### config.mk
export PLATFORM = sky130hd
export DESIGN_NAME = octal_bus_arbiter
export DESIGN_NICKNAME = d
export VERILOG_FILES = /design/src/rtl/bus_arb_pkg.sv /design/src/rtl/rr_pick.sv /design/src/rtl/octal_bus_arbiter.sv
export SDC_FILE = /design/constraint.sdc
export NUM_CORES = 1
export LEC_CHECK = 0
export BUFFER_PORTS_ARGS = -buffer_cell sky130_fd_sc_hd__buf_2
export CORE_MARGIN = 2
export CORE_UTILIZATION = 48
export CTS_CLUSTER_SIZE = 25
export DETAILED_ROUTE_END_ITERATION = 8
export PLACE_DENSITY = 0.84
export SYNTH_ARGS = -nofsm -noshare
export SYNTH_HDL_FRONTEND = slang
export SYNTH_HIERARCHICAL = 1
export SYNTH_SLANG_ARGS = --single-unit
### constraint.sdc
create_clock -name clk -period 1.6 [get_ports clk]
set_input_delay 0.08 -clock clk [delete_from_list [all_inputs] [get_ports clk]]
set_output_delay 0.08 -clock clk [all_outputs]
set_load 0.02 [all_outputs]
### src/rtl/bus_arb_pkg.sv
// ============================================================================
// Module      : bus_arb_pkg
// Description : Shared definitions for the octal register bus arbiter:
//               sequencer state encoding, parameter limits and clog2 helper.
// Revision    : 1.0  initial release
// ============================================================================
`default_nettype none

package bus_arb_pkg;

    // Sequencer state encoding
    localparam logic [1:0] ST_IDLE  = 2'd0;
    localparam logic [1:0] ST_LOAD  = 2'd1;
    localparam logic [1:0] ST_DRIVE = 2'd2;
    localparam logic [1:0] ST_TURN  = 2'd3;

    // Legal parameter ranges
    localparam int NREQ_MIN         = 2;
    localparam int NREQ_MAX         = 8;
    localparam int DRIVE_CYCLES_MIN = 1;
    localparam int DRIVE_CYCLES_MAX = 15;

    // Ceiling log2, used to size index and counter fields
    function automatic int clog2(input int value);
        int result;
        int v;
        result = 0;
        v      = value - 1;
        while (v > 0) begin
            result = result + 1;
            v      = v >> 1;
        end
        return result;
    endfunction

endpackage

`default_nettype wire

### src/rtl/rr_pick.sv
// ============================================================================
// Module      : rr_pick
// Description : Combinational round-robin picker. Returns the first set
//               request bit found searching upward from ptr, wrapping at
//               NREQ-1 back to 0, and whether any request is set at all.
// Revision    : 1.0  initial release
// ============================================================================
`default_nettype none

module rr_pick
    import bus_arb_pkg::*;
#(
    parameter int NREQ = 4,
    parameter int IDXW = clog2(NREQ)
) (
    input  logic [NREQ-1:0] req,
    input  logic [IDXW-1:0] ptr,
    output logic [IDXW-1:0] win,
    output logic            any
);

    logic [2*NREQ-1:0] dbl;
    logic [NREQ-1:0]   rot;

    // Rotate the request vector so that bit 0 corresponds to ptr
    assign dbl = {req, req} >> ptr;
    assign rot = dbl[NREQ-1:0];

    // Priority search of the rotated vector, then map back to a real index
    always_comb begin
        int s;
        win = '0;
        any = 1'b0;
        s   = 0;
        for (int k = 0; k < NREQ; k++) begin
            if (!any && rot[k]) begin
                any = 1'b1;
                s   = int'(ptr) + k;
                if (s >= NREQ) begin
                    s = s - NREQ;
                end
                win = IDXW'(s);
            end
        end
    end

endmodule

`default_nettype wire

### src/rtl/octal_bus_arbiter.sv
// ============================================================================
// Module      : octal_bus_arbiter
// Description : Round-robin sequencer sharing one 8-bit tristate bus among
//               NREQ octal D registers. Issues a one-cycle load strobe, drives
//               the owner's output enable for DRIVE_CYCLES cycles, then
//               inserts one dead turnaround cycle. At most one output enable
//               is ever low. All outputs are registered and cleared
//               asynchronously by reset.
// Revision    : 1.0  initial release
// ============================================================================
`default_nettype none

module octal_bus_arbiter
    import bus_arb_pkg::*;
#(
    parameter int NREQ         = 4,
    parameter int DRIVE_CYCLES = 2
) (
    input  logic            clk,
    input  logic            reset,
    input  logic [NREQ-1:0] req,
    output logic [NREQ-1:0] load,
    output logic [NREQ-1:0] oenb_n,
    output logic [NREQ-1:0] gnt,
    output logic            busy,
    output logic            xfer_done
);

    localparam int             IDXW     = clog2(NREQ);
    localparam int             CNTW     = clog2(DRIVE_CYCLES + 1);
    localparam logic [CNTW-1:0] CNT_INIT = CNTW'(DRIVE_CYCLES - 1);
    localparam logic [IDXW-1:0] IDX_LAST = IDXW'(NREQ - 1);

    logic [1:0]      state, state_nxt;
    logic [IDXW-1:0] ptr, ptr_nxt;
    logic [IDXW-1:0] win, win_nxt;
    logic [CNTW-1:0] cnt, cnt_nxt;

    logic [IDXW-1:0] pick_win;
    logic            pick_any;

    logic [NREQ-1:0] owner_oh;
    logic [NREQ-1:0] load_nxt;
    logic [NREQ-1:0] oenb_n_nxt;
    logic [NREQ-1:0] gnt_nxt;
    logic            busy_nxt;
    logic            xfer_done_nxt;

    rr_pick #(
        .NREQ (NREQ),
        .IDXW (IDXW)
    ) u_pick (
        .req (req),
        .ptr (ptr),
        .win (pick_win),
        .any (pick_any)
    );

    // Next-state logic: arbitration in IDLE, fixed-length transfer afterwards
    always_comb begin
        state_nxt = state;
        ptr_nxt   = ptr;
        win_nxt   = win;
        cnt_nxt   = cnt;
        case (state)
            ST_IDLE: begin
                if (pick_any) begin
                    win_nxt   = pick_win;
                    state_nxt = ST_LOAD;
                end
            end
            ST_LOAD: begin
                cnt_nxt   = CNT_INIT;
                state_nxt = ST_DRIVE;
            end
            ST_DRIVE: begin
                // Counter holds at zero on exit so it can never wrap
                if (cnt == '0) begin
                    state_nxt = ST_TURN;
                end else begin
                    cnt_nxt = cnt - 1'b1;
                end
            end
            ST_TURN: begin
                ptr_nxt   = (win == IDX_LAST) ? '0 : win + 1'b1;
                state_nxt = ST_IDLE;
            end
            default: begin
                state_nxt = ST_IDLE;
            end
        endcase
    end

    // Output decode from next-state values so registered outputs line up
    // with the state they describe
    always_comb begin
        owner_oh      = NREQ'(1) << win_nxt;
        load_nxt      = '0;
        oenb_n_nxt    = '1;
        gnt_nxt       = '0;
        xfer_done_nxt = 1'b0;
        busy_nxt      = (state_nxt != ST_IDLE);
        case (state_nxt)
            ST_LOAD: begin
                load_nxt = owner_oh;
                gnt_nxt  = owner_oh;
            end
            ST_DRIVE: begin
                oenb_n_nxt    = ~owner_oh;
                gnt_nxt       = owner_oh;
                xfer_done_nxt = (cnt_nxt == '0);
            end
            default: begin
            end
        endcase
    end

    // State, pointer, winner and counter registers
    always_ff @(posedge clk or posedge reset) begin
        if (reset) begin
            state <= ST_IDLE;
            ptr   <= '0;
            win   <= '0;
            cnt   <= '0;
        end else begin
            state <= state_nxt;
            ptr   <= ptr_nxt;
            win   <= win_nxt;
            cnt   <= cnt_nxt;
        end
    end

    // Output registers; reset releases the bus without waiting for a clock
    always_ff @(posedge clk or posedge reset) begin
        if (reset) begin
            load      <= '0;
            oenb_n    <= '1;
            gnt       <= '0;
            busy      <= 1'b0;
            xfer_done <= 1'b0;
        end else begin
            load      <= load_nxt;
            oenb_n    <= oenb_n_nxt;
            gnt       <= gnt_nxt;
            busy      <= busy_nxt;
            xfer_done <= xfer_done_nxt;
        end
    end

endmodule

`default_nettype wire

After elaboration in Yosys (flattened, before gate mapping)
Cells that the tools add are included.
Cells by class
  add/subtract/negate cells: 9
  order comparisons: 4
  equality and inequality tests: 6
  shift operators: 2
  mux-type cells: 24
  bitwise operators: 1
  reductions and logical operators: 11
Operators by type and width (count)
  2-bit 2-to-1 mux: 14
  4-bit 2-to-1 mux: 3
  2-bit by 1-bit subtractor with 2-bit output, second input constant: 5
  3-bit greater-or-equal comparator, second input constant: 3
  2-bit equality test, second input constant: 4
  2-bit one-hot mux with 4 select lines: 1
  8-bit by 2-bit >> shifter with 4-bit output: 1
  2-bit by 2-bit adder with 3-bit output, second input constant: 2
  2-bit zero test: 3
  1-bit 2-to-1 mux: 5
  2-bit by 1-bit equality test with 1-bit output, second input constant: 2
  4-bit inverter: 1
  2-bit one-hot mux with 2 select lines: 1
  1-bit by 2-bit << shifter with 4-bit output, first input constant: 1
  2-bit by 1-bit adder with 3-bit output, second input constant: 1
  2-bit by 3-bit greater-or-equal comparator with 1-bit output, second input constant: 1
  1-bit logical AND: 3
  1-bit zero test: 3
  2-bit by 1-bit adder with 2-bit output, second input constant: 1
  2-bit nonzero test: 1
  2-bit OR reduction: 1
Storage, ports and cells
  flip-flop bits (word level): 22
  input bits: 6
  output and inout bits: 14
  logic and storage cells: 66

Logic depth before layout (Yosys ltp)
  word-level depth: 16
  depth in mapped cells: 7
  mapped depth without buffers: 7

By module
Netlist, hierarchy kept.
Modules (own cells, without submodules)
  octal_bus_arbiter: instances 1, cells each 81, area each 1003.5 µm², seq. area each 555.5 µm²
  rr_pick: instances 1, cells each 12, area each 73.8 µm², seq. area each 0.0 µm²

Worst setup path before layout
OpenSTA, ideal clock, no wires.
  path kind: input port to flip-flop
  from: input req[0]
  to: register load[1]
  setup time: 119 ps
  arrival time: 1571 ps
  required time: 1481 ps
  path slack: -90 ps
  cell stages on the path: 6
  buffers on the path: 0
  cell sequence: or4_1 -> and2_2 -> o32ai_2 -> inv_1 -> ha_1 -> and2_1
Between the ends
  word-level cells in the longest chain between the ends: 15
  elaborated cells between the ends (all ways): 22
  those cells by class: 1 x eq/ne; 2 x shift; 13 x mux; 6 x reduce/logical
RTL lines
  from (decl): line octal_bus_arbiter.sv:21  | input logic [NREQ-1:0] req,
  8-bit by 2-bit >> shifter with 4-bit output (*): line rr_pick.sv:26  | assign dbl = {req, req} >> ptr;
  1-bit 2-to-1 mux: line rr_pick.sv:36  | if (!any && rot[k]) begin
  1-bit zero test: line rr_pick.sv:36
  1-bit logical AND: line rr_pick.sv:36
  1-bit 2-to-1 mux: line rr_pick.sv:36
  1-bit zero test: line rr_pick.sv:36
  1-bit logical AND: line rr_pick.sv:36
  1-bit 2-to-1 mux: line rr_pick.sv:36
  1-bit zero test: line rr_pick.sv:36
  1-bit logical AND: line rr_pick.sv:36
  1-bit 2-to-1 mux (*): line rr_pick.sv:36
  2-bit 2-to-1 mux (*): line octal_bus_arbiter.sv:67  | if (pick_any) begin
  2-bit one-hot mux with 4 select lines (*): line octal_bus_arbiter.sv:65  | case (state)
  named net state_nxt[0]: line octal_bus_arbiter.sv:34  | logic [1:0] state, state_nxt;
  2-bit by 1-bit equality test with 1-bit output (*): line octal_bus_arbiter.sv:103  | case (state_nxt)
  4-bit 2-to-1 mux (*): line octal_bus_arbiter.sv:103
  named net load_nxt[1]: line octal_bus_arbiter.sv:43  | logic [NREQ-1:0] load_nxt;
  to (signal assigned): line octal_bus_arbiter.sv:142  | load <= load_nxt;
  to (decl): line octal_bus_arbiter.sv:22  | output logic [NREQ-1:0] load,
Mark *: on every way through the listed nets, which the timed path passes. The rest lies on a longest branch.
A chain may end at the register's enable or synchronous reset.

Worst setup path after layout
  from: register state[0]
  to: register load[3]
Between the ends
  word-level cells in the longest chain between the ends: 4
  elaborated cells between the ends (all ways): 11
  those cells by class: 4 x eq/ne; 1 x shift; 5 x mux; 1 x reduce/logical
RTL lines
  from (decl): line octal_bus_arbiter.sv:34
  from (signal assigned): line octal_bus_arbiter.sv:126  | state <= state_nxt;
  2-bit equality test, or another cell as far along: line octal_bus_arbiter.sv:65
  2-bit one-hot mux with 4 select lines (*): line octal_bus_arbiter.sv:65
  named net state_nxt[0]: line octal_bus_arbiter.sv:34
  2-bit by 1-bit equality test with 1-bit output (*): line octal_bus_arbiter.sv:103
  4-bit 2-to-1 mux (*): line octal_bus_arbiter.sv:103
  named net load_nxt[3]: line octal_bus_arbiter.sv:43
Marked as above.

==> summary.txt <==
Worst setup path
  • Critical path launch point type: flop
  • Worst path cell trace: inv_2 -> ha_4 -> and2_4 -> o32ai_4 -> inv_2 -> ha_4 -> and2_1
  • CP max stage delay: about 0.38 ns
  • Endpoint type of the worst setup path: flop
  • Worst EP arrival: ~1.8 ns
  • CP Class: flop to flop
  • CP required: roughly 1.8 ns
  • Bufs and invs on worst path: 2
  • CP max-delay cell: dfrtp_1
  • Worst-path maximum fanout: 4
  • Cell family contributing the most delay on the critical path: flip-flops

Yosys
  • YS warnings: 6
  • Syn Inst Count: between 90 and 100
  • Synthesized area per cell: 11.6 sq um
  • Syn_nets: ~110
  • Asr flop ratio synth: 100%
  • Post-synth top area share: between 40% and 50%
  • Synth cell types: 31
  • Mapped Area: between 0.001 and 0.0015 sq mm
  • Number of flops mapped to enable cells by yosys: 0
  • Main synth FF type: dfrtp_1
  • Yosys reg bits: 22
  • Synth top area cells: dfrtp_1 (42%), ha_1 (10%), dfstp_2 (9.8%)
  • Count leader, synth: dfrtp_1
  • Sequential share of the synthesized area: between 50% and 60%
  • Top cells by count, synth: dfrtp_1 (18), ha_1 (9), inv_1 (9)
  • Cell taking the most area after synthesis: dfrtp_1

Drt
  • Top layer in use: met4
  • First drt pass iteration count: 4
  • WL met2: ~1.1 mm
  • Final WL: 2.06 mm
  • Initial DRC Count: 9
  • Residual DRC: 0
  • Wirelength per Cell: 12.8 um
  • Vias: between 700 and 800
  • Remaining antenna violation count: 0
  • Met3 wire length: approximately 94 um
  • Via-to-Cell Ratio: ~4.8
  • DRT met1 WL: slightly below 900 um

Finish
  • Area grow syn2layout: 36.6%
  • Share of layout cells above drive strength 1: a little over half
  • Filler cell count in the final layout: approximately 170
  • Final std cells w/o fill: between 150 and 200
  • Final Core Density: 67.8%
  • Antenna cells: 0
  • Post-route cell area: approximately 0.0015 sq mm
  • Layout Nets: around 150

Power
  • Max VDD drop: ~0.0014 V
  • Power Dens Cells: about 2300 mW/mm^2
  • Power Total: between 3000 and 4000 uW
  • LEAKAGE: a little over 0.0007 uW

Timing
  • Final Setup Violations: 7
  • Final Skew: around 0.0037 ns
  • Final Hold Viols: 0
  • PnR worst setup slack: -0.0356 ns
  • Slew Limit Fails: 0
  • RSZ-0062 raised after global routing: true
  • Worst Max-Slew Pin Slew: 0.404 ns
  • Final Cycle Share: 102%
  • Peak Freq: between 0.6 and 0.7 GHz
  • Post-route minimum period: approximately 1.6 ns
  • Slew headroom: about 73%

Floorplan
  • Die Wd: about 51 um
  • Core ar.: roughly 0.0022 sq mm
  • I/O pin cnt: 20
  • Initial Util: 49.7%
  • Die area: 0.00264 sq mm
  • Chip Height: just over 50 um
  • Rows: 17

Placed design
  • IO buf count: 19
  • Detailed Place HPWL: 1.44 mm
  • Final GP Congestion: about 0.86
  • Post-DP Area: around 0.0013 sq mm
  • Dpl cells: 151

Flow run
  • Max-cap violations: 0

CTS
  • Clock sink count: 22
  • Root Driver: clkbuf_4
  • Clock latency on the worst-skew pair: slightly above 0.3 ns
  • Num CTS Buffers: 3
  • Clk slew on worst S/H paths: around 0.11 ns
  • H-Tree Depth: 1
  • CTS tree: built
  • CTS Buffer Depth: 2

Global route
  • Total track usage: ~18%
  • Largest net degree at the start of global routing: 23
  • Remaining global-route overflow: 0
  • Initial antenna violation count: 0
  • Global-route wire length before repair: between 3 and 4 mm
  • Vias in the first global route: roughly 750

Run status
  • Status: complete, but fails checks
  • Failing checks: negative setup slack

Hold path
  • Hold crit path type: primary input to asynchronous set/reset pin
[tightest hold or removal path: cells and delay by family]
kind	cells	cell delay, ns
buf+inv	4	0.93
[state kept, by name (all words and copies together) (netlist names)]
register and count:
state 2, oenb_n 4, ptr 2, cnt 2, xfer_done 1, win 2
busy 1, gnt 4, load 4
[logic make-up after synthesis]
| logic type | after synthesis | share of synthesized area, % |
|---|---|---|
| AOI/OAI and AO/OA | 17 | 11.7 |
| DFF | 22 | 51.6 |
| muxes | 5 | 5.81 |
| buffers and inverters | 10 | 4.18 |
| adders and majority gates | 9 | 10.5 |
| and+or+nand+nor | 30 | 16.3 |
[power breakdown]
group | total, uW | leakage (uW) | internal [uW] | switching, uW
logic | 2090 | 0.000423 | 1030 | 1060
clock network | 298 | 0.0000210 | 139 | 159
registers | 935 | 0.000271 | 801 | 134
[per-layer routing]
| layer | vias up | GRT usage (%) |
|---|---|---|
| met3 | 2 | 2.92 |
| met4 | 0 | 7.89 |
| met5 | - | 0 |
| li1 | 393 | - |
| met1 | 354 | 23.0 |
| met2 | 22 | 28.8 |
[metrics by stage]
step / setup WS, ns / TNS [ns] / hold WS, ns
finish: -0.0356 / -0.131 / 0.318
global route: -0.109 / -0.773 / 0.346
CTS: -0.0126 / -0.0175 / 0.312
detailed placement: -0.142 / -1.34 / 0.114
global placement: -0.116 / -0.963 / 0.112
floorplan: -0.0167 / -0.0501 / 0.0663
[placed cells by master (no fill, tap or decap), types with 4 or more instances in the layout]
cell     synthesis  routed
buf_2            0      19
dfrtp_1         18      17
buf_4            0      17
inv_1            9       6
a21oi_1          6       6
nand2_1          5       5
ha_1             9       5
and2_4           1       4
nor2_1           5       4
ha_4             0       4
dfstp_2          4       4
[area by class of cell]
class | instances | area (sq um) | area share (%)
tap | 28 | 35.0 | 2.38
sequential | 22 | 557 | 37.8
clock buffer | 4 | 36.3 | 2.47
timing repair buffer | 37 | 233 | 15.8
multi-input combinational | 61 | 577 | 39.2
inverter | 9 | 33.8 | 2.30
[final timing paths]
check	cells after the start	slack [ns]	startpoint	endpoint
worst max-delay path	7	-0.04	state[0]	load[3]
worst min-delay path	4	0.32	reset	state[1]
worst max register to register	7	-0.04	state[0]	load[3]
worst min register to register	1	0.55	ptr[0]	ptr[0]
max in group asynchronous	4	1.01	reset	oenb_n[0]
min in group clk	6	0.35	req[3]	oenb_n[1]
[what timing repair did]
| item | 4_1_cts | 5_1_grt |
|---|---|---|
| gates resized for setup | 4 | 11 |
| endpoints found under the setup margin | 7 | 12 |
| hold endpoints to repair | 18 | 0 |
| buffers inserted | 4 | 1 |
| gates cloned | 0 | 0 |
| hold buffers | 1 | 0 |
| pin swaps | 4 | 4 |
No activity file was read; power rests on OpenSTA's default activity.
